--- src/rtl/reg_writeback_ctrl_pkg.sv ---
// Shared definitions for the register write-back path.
//   WB_DATA_W : default result width
//   REG_PC    : register index that maps to the program counter
//   NUM_GPR   : number of scoreboarded general-purpose registers (R0..R14)
//   wb_entry_t: one buffered result {rd, data}
package reg_writeback_ctrl_pkg;
  localparam int         WB_DATA_W = 32;
  localparam logic [3:0] REG_PC    = 4'd15;
  localparam int         NUM_GPR   = 15;

  typedef struct packed {
    logic [3:0]           rd;
    logic [WB_DATA_W-1:0] data;
  } wb_entry_t;
endpackage

--- src/rtl/reg_writeback_ctrl_if.sv ---
// Bundle of all non-clock signals of the write-back controller.
//   slave  : controller side (takes results/issue/read indices, drives write port)
//   master : producer side (execute, MCycle, decode, register file observer)
interface reg_writeback_ctrl_if #(parameter int DATA_W = 32);
  // ALU result (never back-pressured)
  logic              ALU_Valid;
  logic [3:0]        ALU_Rd;
  logic [DATA_W-1:0] ALU_Data;
  // multi-cycle result handshake
  logic              MC_Valid;
  logic              MC_Ready;
  logic [3:0]        MC_Rd;
  logic [DATA_W-1:0] MC_Data;
  // scoreboard issue / hazard query
  logic              Issue_Valid;
  logic [3:0]        Issue_Rd;
  logic [3:0]        RA1;
  logic [3:0]        RA2;
  logic              Hazard1;
  logic              Hazard2;
  logic [14:0]       Busy_Vec;
  // register-file write port and PC write
  logic              WE3;
  logic [3:0]        A3;
  logic [DATA_W-1:0] WD3;
  logic              PCWrite;
  logic [DATA_W-1:0] PCData;

  modport slave (
    input  ALU_Valid, ALU_Rd, ALU_Data, MC_Valid, MC_Rd, MC_Data,
           Issue_Valid, Issue_Rd, RA1, RA2,
    output MC_Ready, Hazard1, Hazard2, Busy_Vec, WE3, A3, WD3, PCWrite, PCData
  );

  modport master (
    output ALU_Valid, ALU_Rd, ALU_Data, MC_Valid, MC_Rd, MC_Data,
           Issue_Valid, Issue_Rd, RA1, RA2,
    input  MC_Ready, Hazard1, Hazard2, Busy_Vec, WE3, A3, WD3, PCWrite, PCData
  );
endinterface

--- src/rtl/reg_writeback_ctrl_wb_fifo.sv ---
// wb_fifo: small synchronous FIFO for buffered multi-cycle results.
//   CLK/RESETn : clock, async active-low reset (empties the FIFO)
//   push/pop   : requests; ignored when full/empty respectively
//   full/empty : status from registered count
//   head       : entry at the read pointer (valid when !empty)
module wb_fifo #(
  parameter int W     = 36,
  parameter int DEPTH = 4
) (
  input  logic         CLK,
  input  logic         RESETn,
  input  logic         push,
  input  logic [W-1:0] din,
  input  logic         pop,
  output logic         full,
  output logic         empty,
  output logic [W-1:0] head
);
  localparam int AW = (DEPTH > 1) ? $clog2(DEPTH) : 1;
  localparam logic [AW:0] FULL_CNT = DEPTH[AW:0];

  logic [W-1:0]  mem [DEPTH];
  logic [AW-1:0] wptr, rptr;
  logic [AW:0]   cnt;
  logic          do_push, do_pop;

  assign full    = (cnt == FULL_CNT);
  assign empty   = (cnt == '0);
  assign do_push = push && !full;
  assign do_pop  = pop && !empty;
  assign head    = mem[rptr];

  // storage needs no reset: contents are only observed through cnt
  always_ff @(posedge CLK) begin
    if (do_push) mem[wptr] <= din;
  end

  // power-of-2 depth: pointers wrap by natural overflow
  always_ff @(posedge CLK or negedge RESETn) begin
    if (!RESETn) begin
      wptr <= '0;
      rptr <= '0;
      cnt  <= '0;
    end else begin
      if (do_push) wptr <= wptr + 1'b1;
      if (do_pop)  rptr <= rptr + 1'b1;
      case ({do_push, do_pop})
        2'b10:   cnt <= cnt + 1'b1;
        2'b01:   cnt <= cnt - 1'b1;
        default: cnt <= cnt;
      endcase
    end
  end
endmodule

--- src/rtl/reg_writeback_ctrl.sv ---
// reg_writeback_ctrl: merges ALU and multi-cycle results into one registered
// register-file write per cycle, R15 results become a PC write pulse.
//   CLK, RESETn : clock, async active-low reset
//   bus (slave) : ALU result, MC result handshake, issue/scoreboard, hazard
//                 query, WE3/A3/WD3 write port, PCWrite/PCData
// ALU has priority; MC results are buffered in wb_fifo and drained when the
// ALU is idle. The scoreboard tracks MC destinations in flight.
module reg_writeback_ctrl
  import reg_writeback_ctrl_pkg::*;
#(
  parameter int DATA_W     = WB_DATA_W,
  parameter int FIFO_DEPTH = 4
) (
  input  logic              CLK,
  input  logic              RESETn,
  reg_writeback_ctrl_if.slave bus
);
  localparam int EW = 4 + DATA_W;

  logic              full, empty, push, pop;
  logic [EW-1:0]     head;
  logic              win_alu, win_mc, win;
  logic [3:0]        win_rd;
  logic [DATA_W-1:0] win_data;
  logic [NUM_GPR-1:0] busy_q, set_vec, clr_vec;
  logic [15:0]       set_oh, clr_oh, busy_ext;

  assign push         = bus.MC_Valid && !full;
  assign bus.MC_Ready = !full;

  wb_fifo #(.W(EW), .DEPTH(FIFO_DEPTH)) u_fifo (
    .CLK   (CLK),
    .RESETn(RESETn),
    .push  (push),
    .din   ({bus.MC_Rd, bus.MC_Data}),
    .pop   (pop),
    .full  (full),
    .empty (empty),
    .head  (head)
  );

  // one winner per cycle: ALU, else FIFO head
  always_comb begin
    win_alu  = bus.ALU_Valid;
    win_mc   = !bus.ALU_Valid && !empty;
    win      = win_alu || win_mc;
    win_rd   = head[EW-1 -: 4];
    win_data = head[DATA_W-1:0];
    if (win_alu) begin
      win_rd   = bus.ALU_Rd;
      win_data = bus.ALU_Data;
    end
  end

  assign pop = win_mc;

  // one-hot decode; bit 15 (PC) falls off the 15-bit scoreboard
  assign set_oh  = 16'(1) << bus.Issue_Rd;
  assign clr_oh  = 16'(1) << win_rd;
  assign set_vec = bus.Issue_Valid ? set_oh[NUM_GPR-1:0] : '0;
  assign clr_vec = win_mc ? clr_oh[NUM_GPR-1:0] : '0;

  // clear first, then set, so a same-cycle issue keeps the register busy
  always_ff @(posedge CLK or negedge RESETn) begin
    if (!RESETn) busy_q <= '0;
    else         busy_q <= (busy_q & ~clr_vec) | set_vec;
  end

  assign busy_ext     = {1'b0, busy_q};
  assign bus.Busy_Vec = busy_q;
  assign bus.Hazard1  = busy_ext[bus.RA1];
  assign bus.Hazard2  = busy_ext[bus.RA2];

  // output register; address/data hold when nothing commits
  always_ff @(posedge CLK or negedge RESETn) begin
    if (!RESETn) begin
      bus.WE3     <= 1'b0;
      bus.A3      <= '0;
      bus.WD3     <= '0;
      bus.PCWrite <= 1'b0;
      bus.PCData  <= '0;
    end else begin
      bus.WE3     <= win && (win_rd != REG_PC);
      bus.PCWrite <= win && (win_rd == REG_PC);
      if (win && (win_rd != REG_PC)) begin
        bus.A3  <= win_rd;
        bus.WD3 <= win_data;
      end
      if (win && (win_rd == REG_PC)) bus.PCData <= win_data;
    end
  end
endmodule
--- src/flat_wrapper.sv ---
// flat-port wrapper written by rule: the top's interface ports become plain ports
module reg_writeback_ctrl_flat import reg_writeback_ctrl_pkg::*;
#(
  parameter int DATA_W     = WB_DATA_W,
  parameter int FIFO_DEPTH = 4
)
  (CLK, RESETn, bus_ALU_Valid, bus_ALU_Rd, bus_ALU_Data, bus_MC_Valid, bus_MC_Rd, bus_MC_Data, bus_Issue_Valid, bus_Issue_Rd, bus_RA1, bus_RA2, bus_MC_Ready, bus_Hazard1, bus_Hazard2, bus_Busy_Vec, bus_WE3, bus_A3, bus_WD3, bus_PCWrite, bus_PCData);
  reg_writeback_ctrl_if #(.DATA_W(DATA_W)) bus_i ();
  input  logic CLK;
  input  logic RESETn;
  input wire logic [$bits(bus_i.ALU_Valid)-1:0] bus_ALU_Valid;
  input wire logic [$bits(bus_i.ALU_Rd)-1:0] bus_ALU_Rd;
  input wire logic [$bits(bus_i.ALU_Data)-1:0] bus_ALU_Data;
  input wire logic [$bits(bus_i.MC_Valid)-1:0] bus_MC_Valid;
  input wire logic [$bits(bus_i.MC_Rd)-1:0] bus_MC_Rd;
  input wire logic [$bits(bus_i.MC_Data)-1:0] bus_MC_Data;
  input wire logic [$bits(bus_i.Issue_Valid)-1:0] bus_Issue_Valid;
  input wire logic [$bits(bus_i.Issue_Rd)-1:0] bus_Issue_Rd;
  input wire logic [$bits(bus_i.RA1)-1:0] bus_RA1;
  input wire logic [$bits(bus_i.RA2)-1:0] bus_RA2;
  output wire logic [$bits(bus_i.MC_Ready)-1:0] bus_MC_Ready;
  output wire logic [$bits(bus_i.Hazard1)-1:0] bus_Hazard1;
  output wire logic [$bits(bus_i.Hazard2)-1:0] bus_Hazard2;
  output wire logic [$bits(bus_i.Busy_Vec)-1:0] bus_Busy_Vec;
  output wire logic [$bits(bus_i.WE3)-1:0] bus_WE3;
  output wire logic [$bits(bus_i.A3)-1:0] bus_A3;
  output wire logic [$bits(bus_i.WD3)-1:0] bus_WD3;
  output wire logic [$bits(bus_i.PCWrite)-1:0] bus_PCWrite;
  output wire logic [$bits(bus_i.PCData)-1:0] bus_PCData;
  assign bus_i.ALU_Valid = bus_ALU_Valid;
  assign bus_i.ALU_Rd = bus_ALU_Rd;
  assign bus_i.ALU_Data = bus_ALU_Data;
  assign bus_i.MC_Valid = bus_MC_Valid;
  assign bus_i.MC_Rd = bus_MC_Rd;
  assign bus_i.MC_Data = bus_MC_Data;
  assign bus_i.Issue_Valid = bus_Issue_Valid;
  assign bus_i.Issue_Rd = bus_Issue_Rd;
  assign bus_i.RA1 = bus_RA1;
  assign bus_i.RA2 = bus_RA2;
  assign bus_MC_Ready = bus_i.MC_Ready;
  assign bus_Hazard1 = bus_i.Hazard1;
  assign bus_Hazard2 = bus_i.Hazard2;
  assign bus_Busy_Vec = bus_i.Busy_Vec;
  assign bus_WE3 = bus_i.WE3;
  assign bus_A3 = bus_i.A3;
  assign bus_WD3 = bus_i.WD3;
  assign bus_PCWrite = bus_i.PCWrite;
  assign bus_PCData = bus_i.PCData;
  reg_writeback_ctrl #(.DATA_W(DATA_W), .FIFO_DEPTH(FIFO_DEPTH)) u_core (.CLK(CLK), .RESETn(RESETn), .bus(bus_i));
endmodule
--- config.mk ---
export PLATFORM = sky130hd
export DESIGN_NAME = reg_writeback_ctrl_flat
export DESIGN_NICKNAME = d
export VERILOG_FILES = /design/src/rtl/reg_writeback_ctrl_pkg.sv /design/src/rtl/reg_writeback_ctrl_if.sv /design/src/rtl/reg_writeback_ctrl_wb_fifo.sv /design/src/rtl/reg_writeback_ctrl.sv /design/src/flat_wrapper.sv
export SDC_FILE = /design/constraint.sdc
export NUM_CORES = 1
export LEC_CHECK = 0
export ABC_AREA = 0
export CAP_MARGIN = 20
export CORE_ASPECT_RATIO = 1.4
export CORE_MARGIN = 2
export CORE_UTILIZATION = 47
export DETAILED_ROUTE_END_ITERATION = 6
export GPL_ROUTABILITY_DRIVEN = 0
export PLACE_DENSITY = 0.76
export SYNTH_ARGS = -nofsm -noshare
export SYNTH_HDL_FRONTEND = slang
export SYNTH_SLANG_ARGS = --single-unit
--- constraint.sdc ---
create_clock -name CLK -period 1.8 [get_ports CLK]
set_input_delay 0.36 -clock CLK [delete_from_list [all_inputs] [get_ports CLK]]
set_output_delay 0.36 -clock CLK [all_outputs]
set_load 0.005 [all_outputs]
==> results of run 1 <==
metal layers:
metal,up-vias,global-route usage [%],part of all wire (%)
li1,2806,-,-
met1,3223,26.64,37
met2,232,41.67,54
met3,63,3.148,4.9
met4,0,9.306,3.8
met5,-,0,0
cell usage after synthesis, drive strengths merged:
cell	n	area share [%]
o2111ai	1	0.16
a22oi	4	0.31
a31oi	2	0.13
dfrtp	92	24
xor2	3	0.27
a31o	1	0.091
nor2	3	0.14
and2	1	0.065
edfxtp	144	45
buf	19	1.6
nand2	76	2.9
o22ai	2	0.13
a222oi	1	0.10
nand3	7	0.41
mux2	34	4.5
clkbuf	6	0.23
or3b	1	0.091
fa	1	0.21
inv	28	1.1
mux2i	39	4.0
o21ai	50	2.6
nand3b	5	0.39
a221o	1	0.10
xnor2	3	0.27
nor3	1	0.052
nand2b	3	0.19
and3	5	0.32
or4	1	0.078
or2	1	0.065
a21oi	1	0.091
a2bb2oi	1	0.16
nor2b	2	0.13
mux4	43	10
ha	5	0.65
kinds of logic (layout without fill, tap and decap cells):
logic type               after synthesis  count (layout)  synth area share [%]
AO/OA/AOI/OAI                         64              64                 3.852
XOR/XNOR                               6               6                0.5430
adder cells (fa/ha/maj)                6               6                0.8532
buffers and inverters                 53             361                 2.870
flip-flops                           236             236                 68.46
multiplexers                         116             116                 18.54
other                                  0               2                     0
AND/OR/NAND/NOR                      106             106                 4.886
worst reg2reg max path, delay by kind of cell, from the launching register on:
family	cells	cell delay, ps
buffers and inverters	3	470
DFF	1	440
AOI/OAI and AO/OA	2	350
muxes	2	870
power by group through the flow:
stage	Sequential [mW]	Combinational [mW]	Clock (mW)
floorplan	8.32	4.05	0
global placement	8.34	7.95	0
detailed placement	8.49	8.20	0
CTS	8.39	9.63	4.76
global route	8.59	10.8	4.99
finish	8.43	10.2	4.69
registers in the layout, summed over array words and instances, names as in the netlist:
signal,cells
u_core.bus.A3,4
u_core.bus.Busy_Vec,15
u_core.bus.PCData,32
u_core.bus.PCWrite,1
u_core.bus.WD3,32
u_core.bus.WE3,1
u_core.u_fifo.cnt,3
u_core.u_fifo.mem,144
u_core.u_fifo.rptr,2
u_core.u_fifo.wptr,2
what timing repair did:
item                                    in CTS  in global routing
endpoints found under the setup margin     104                 97
setup buffers                               30                 14
gates resized for setup                    125                 77
endpoints found under the hold margin       27                  0
pin swaps                                   22                 27
gates cloned                                 8                  3
hold buffers                                 1                  0
final cells by class:
class                           instances  area, sq um
Sequential cell                       236         6629
Fill cell                            1281         6302
Multi-Input combinational cell        298         3169
Timing Repair Buffer                  291         3128
Clock buffer                           30        621.8
Tap cell                              256        320.3
Clock inverter                         12        116.4
Inverter                               28        110.1
Antenna cell                            2        5.005
per-stage QoR:
stage	cells	area [sq um]
after global routing	1153	14100
final	1153	14100
after detailed placement	1062	12350
after global placement	1062	12350
after floorplan	587	9796
after CTS	1141	13760
final timing paths:
check,depth (start not counted),startpoint,slack (ps),end
setup / recovery,4,u_core.bus.Busy_Vec[7],-660,bus_Hazard1
hold / removal,2,RESETn,350,u_core.bus.WD3[9]
setup reg to reg,7,u_core.u_fifo.rptr[0],-430,u_core.bus.PCData[11]
hold reg to reg,2,u_core.bus.PCData[18],500,u_core.bus.PCData[18]
max in group asynchronous,3,RESETn,840,u_core.bus.WD3[11]
min in group CLK,1,bus_MC_Data[29],490,u_core.u_fifo.mem[3][29]
==> run metrics, run 1 <==
Final min period=2463 ps; Worst-path clk slew=60 ps; Comb pwr share=43.7%; Port Buffer Count=176; total power=23.29 mW; status=complete, but fails checks; Critical Path Start Type=flip-flop; post-synthesis register bit count=236; share of layout cells above drive strength 1=34.75%; post-detail-place hpwl=15,680 um; clk_skew=7.551 ps; Pre-antenna DRT Iters=4; number of distinct library cells after synthesis=44; Seq/Total Area, Yosys=68.46%; most frequent cells in the layout=144 x clkdlybuf4s50_1, 144 x edfxtp_1, 90 x dfrtp_1, 62 x buf_4, 60 x nand2_1; violated checks=negative setup slack; DRT antenna net count=0; largest net degree at the start of global routing=40; type of the worst setup path=reg -> out; htree depth=1; Slowest-stage cell, CP=mux4_2; Psw=7.002 mW; Die X=125.3 um; peak supply drop=0.001031 V; Hold Vio Cnt, Final=0; Final Util=69.11%; Max Cap Viol=0; Mapped Cells=587; Int Power=16.29 mW; Switching Share=30.06%; pwr/cell area=1652 nW/um^2; fin nets=973; initial antenna violation count=2; worst path cell trace=buf_6, mux4_2, mux4_2, buf_2; clock tree sinks=236; Final Max Tran Viols=0; largest stage delay on the critical path=470 ps; Fmax=0.4060 GHz; syn_nets=682; Clock Power Share=20.1%; setup tns final=-28,920 ps; setup violators final=87; I/O Pins=177; Clock Root Buffer=clkbuf_16; LEAKAGE=5.721 nW; Worst EP arrival=2100 ps; Routed Wire Length=25,560 um; actual slew at the worst max-slew pin=478.0 ps; DRC viols=0; vias in the first global route=6,752; Num CTS Buffers=23; pre-CTS setup slack=-1030 ps; Hold Crit Class=in -> async; row count=62; TritonCTS clock tree=yes; Core Area=20,400 sq um; Seq pwr share=36.2%; mapped cell area=9679 sq um; syn_area_per_cell=16.49 sq um; CP dominant cell by count=mux4_2; drt via density=5.485; Final Hold Slack=348.3 ps; Crit path required time=1440 ps; period utilization=136.8%; worst setup margin=-662.9 ps; Synth Warn #=0; Starting Density=47.44%; Clock Path Buffers=3; global route total overflow=0; element type at the critical path end=primary output; CP top delay family=multiplexers; Clock Latency Late Sink=510 ps; Slew HR=68.13%; via count=6,324; DR WL/cell=22.17 um; CP max FO=2; global-route wire length before repair=38,060 um; die area=21,770 sq um; CP bufs+invs=2; RSZ-0062 raised after global routing=true; Area Overhead vs Synth=45.67%; gr usage total=22.69%; Die Ht=173.8 um; Starting DRT DRC Count=379
No activity file was read; power rests on OpenSTA's default activity.
==> run 2: changes to the inputs <==
CAP_MARGIN = unset   (was 20)
SETUP_SLACK_MARGIN = 0.2   (was unset)
==> run metrics, run 2 (synthesis results as in run 1) <==
Switching Share=30.69%; Hold Vio Cnt, Final=0; drt via density=5.524; Worst-path clk slew=70 ps; RSZ-0062 raised after global routing=true; Hold Crit Class=in -> async; LEAKAGE=5.902 nW; Clock Root Buffer=clkbuf_16; htree depth=1; r2r startpoint=u_core.u_fifo.rptr[0]; setup violators final=89; post-detail-place hpwl=15,730 um; Final Util=69.99%; Clock Latency Late Sink=510 ps; Clock Power Share=21.0%; clk_skew=13.30 ps; Comb pwr share=43.2%; I/O Pins=177; Core Area=20,400 sq um; Final min period=2472 ps; Starting DRT DRC Count=373; die area=21,770 sq um; Pre-antenna DRT Iters=7; Die X=125.3 um; Psw=7.225 mW; Critical Path Start Type=flip-flop; Int Power=16.31 mW; element type at the critical path end=primary output; DRC viols=0; row count=62; worst setup margin=-672.4 ps; most common cell after layout, fill and taps aside=edfxtp_1; most frequent cells in the layout=144 x edfxtp_1, 89 x dfrtp_1, 85 x clkdlybuf4s50_1, 73 x dlygate4sd2_1, 64 x buf_4; share of layout cells above drive strength 1=37.01%; peak supply drop=0.001062 V; Seq pwr share=35.7%; CP dominant cell by count=mux4_2; Crit path required time=1440 ps; CP bufs+invs=2; actual slew at the worst max-slew pin=492.6 ps; CP max FO=3; status=complete, but fails checks; Final Hold Slack=375.4 ps; type of the worst setup path=reg -> out; Area Overhead vs Synth=47.52%; global route total overflow=0; max reg flops=144; via count=6,485; Clock Path Buffers=3; global-route wire length before repair=39,960 um; Max Cap Viol=0; worst path cell trace=buf_6, mux4_2, mux4_2, buf_2; Fmax=0.4045 GHz; Num CTS Buffers=23; largest net degree at the start of global routing=34; Slowest-stage cell, CP=mux4_2; violated checks=negative setup slack; vias in the first global route=7,093; largest stage delay on the critical path=490 ps; clock tree sinks=236; DR WL/cell=22.84 um; Port Buffer Count=176; fin nets=994; gr usage total=23.73%; largest registers=u_core.u_fifo.mem (144), u_core.bus.PCData (32), u_core.bus.WD3 (32); Worst EP arrival=2110 ps; initial antenna violation count=1; Die Ht=173.8 um; Crit. Startpoint=u_core.bus.Busy_Vec[7]; Largest Register=u_core.u_fifo.mem; pwr/cell area=1649 nW/um^2; Final Max Tran Viols=0; CP top delay family=multiplexers; Routed Wire Length=26,820 um; DRT antenna net count=0; TritonCTS clock tree=yes; period utilization=137.4%; Starting Density=47.44%; Slew HR=67.16%
run 2: stage by stage:
step	area (sq um)	cells	setup TNS, ps	power [mW]	worst slack (ps)
6_report	14280	1174	-38360	23.54	-672.4
3_5_place_dp	12320	1060	-54790	16.62	-1007
3_3_place_gp	12320	1060	-51010	16.24	-970.5
5_1_grt	14280	1173	-44720	24.63	-709.9
2_1_floorplan	9814	587	-7914	12.40	-213.1
4_1_cts	13960	1165	-30750	22.80	-626.7
run 2: cell type report:
type                    instances  area (sq um)
multi-input cells             298          3192
well taps                     256         320.3
inverters                      28         110.1
flip-flops and latches        236          6630
clock buffers                  28         604.3
clock inverters                14         168.9
repair buffers                312          3248
fillers                      1301          6123
diodes                          2         5.005
run 2: what timing repair did:
item | CTS | global route
buffers inserted | 56 | 3
cloned | 6 | 4
hold endpoints to repair | 31 | 0
setup endpoints to repair | 175 | 242
hold buffers | 1 | 0
pin swaps | 23 | 14
resized for setup | 259 | 49
run 2: routing by layer:
layer | vias up | GRT usage (%) | wire, um
li1 | 2846 | - | -
met1 | 3357 | 27.04 | 9810
met2 | 226 | 45.58 | 15090
met3 | 56 | 3.302 | 1244
met4 | 0 | 7.361 | 667
met5 | - | 0 | 0
run 2: final timing paths:
kind | end | slack [ps] | cells past startpoint
max | bus_Hazard2 | -670 | 4
min | u_core.bus.Busy_Vec[8] | 380 | 2
max reg2reg | u_core.bus.WD3[4] | -560 | 7
min reg2reg | u_core.bus.PCData[31] | 490 | 2
max in group asynchronous | u_core.u_fifo.rptr[1] | 870 | 3
min in group CLK | u_core.u_fifo.mem[0][6] | 490 | 1
run 2: worst register-to-register path, delay by kind of cell, from the launching register on:
family | cells | cell delay, ps
AO/OA/AOI/OAI | 1 | 440
flip-flops | 1 | 480
AND/OR/NAND/NOR | 1 | 70
multiplexers | 2 | 790
buffers and inverters | 3 | 470
run 2: power groups by stage:
stage | logic, mW | clock network [mW] | registers (mW)
3_3_place_gp | 7.88 | 0 | 8.36
6_report | 10.2 | 4.95 | 8.41
3_5_place_dp | 8.16 | 0 | 8.46
5_1_grt | 10.8 | 5.26 | 8.56
2_1_floorplan | 4.08 | 0 | 8.32
4_1_cts | 9.48 | 4.99 | 8.33
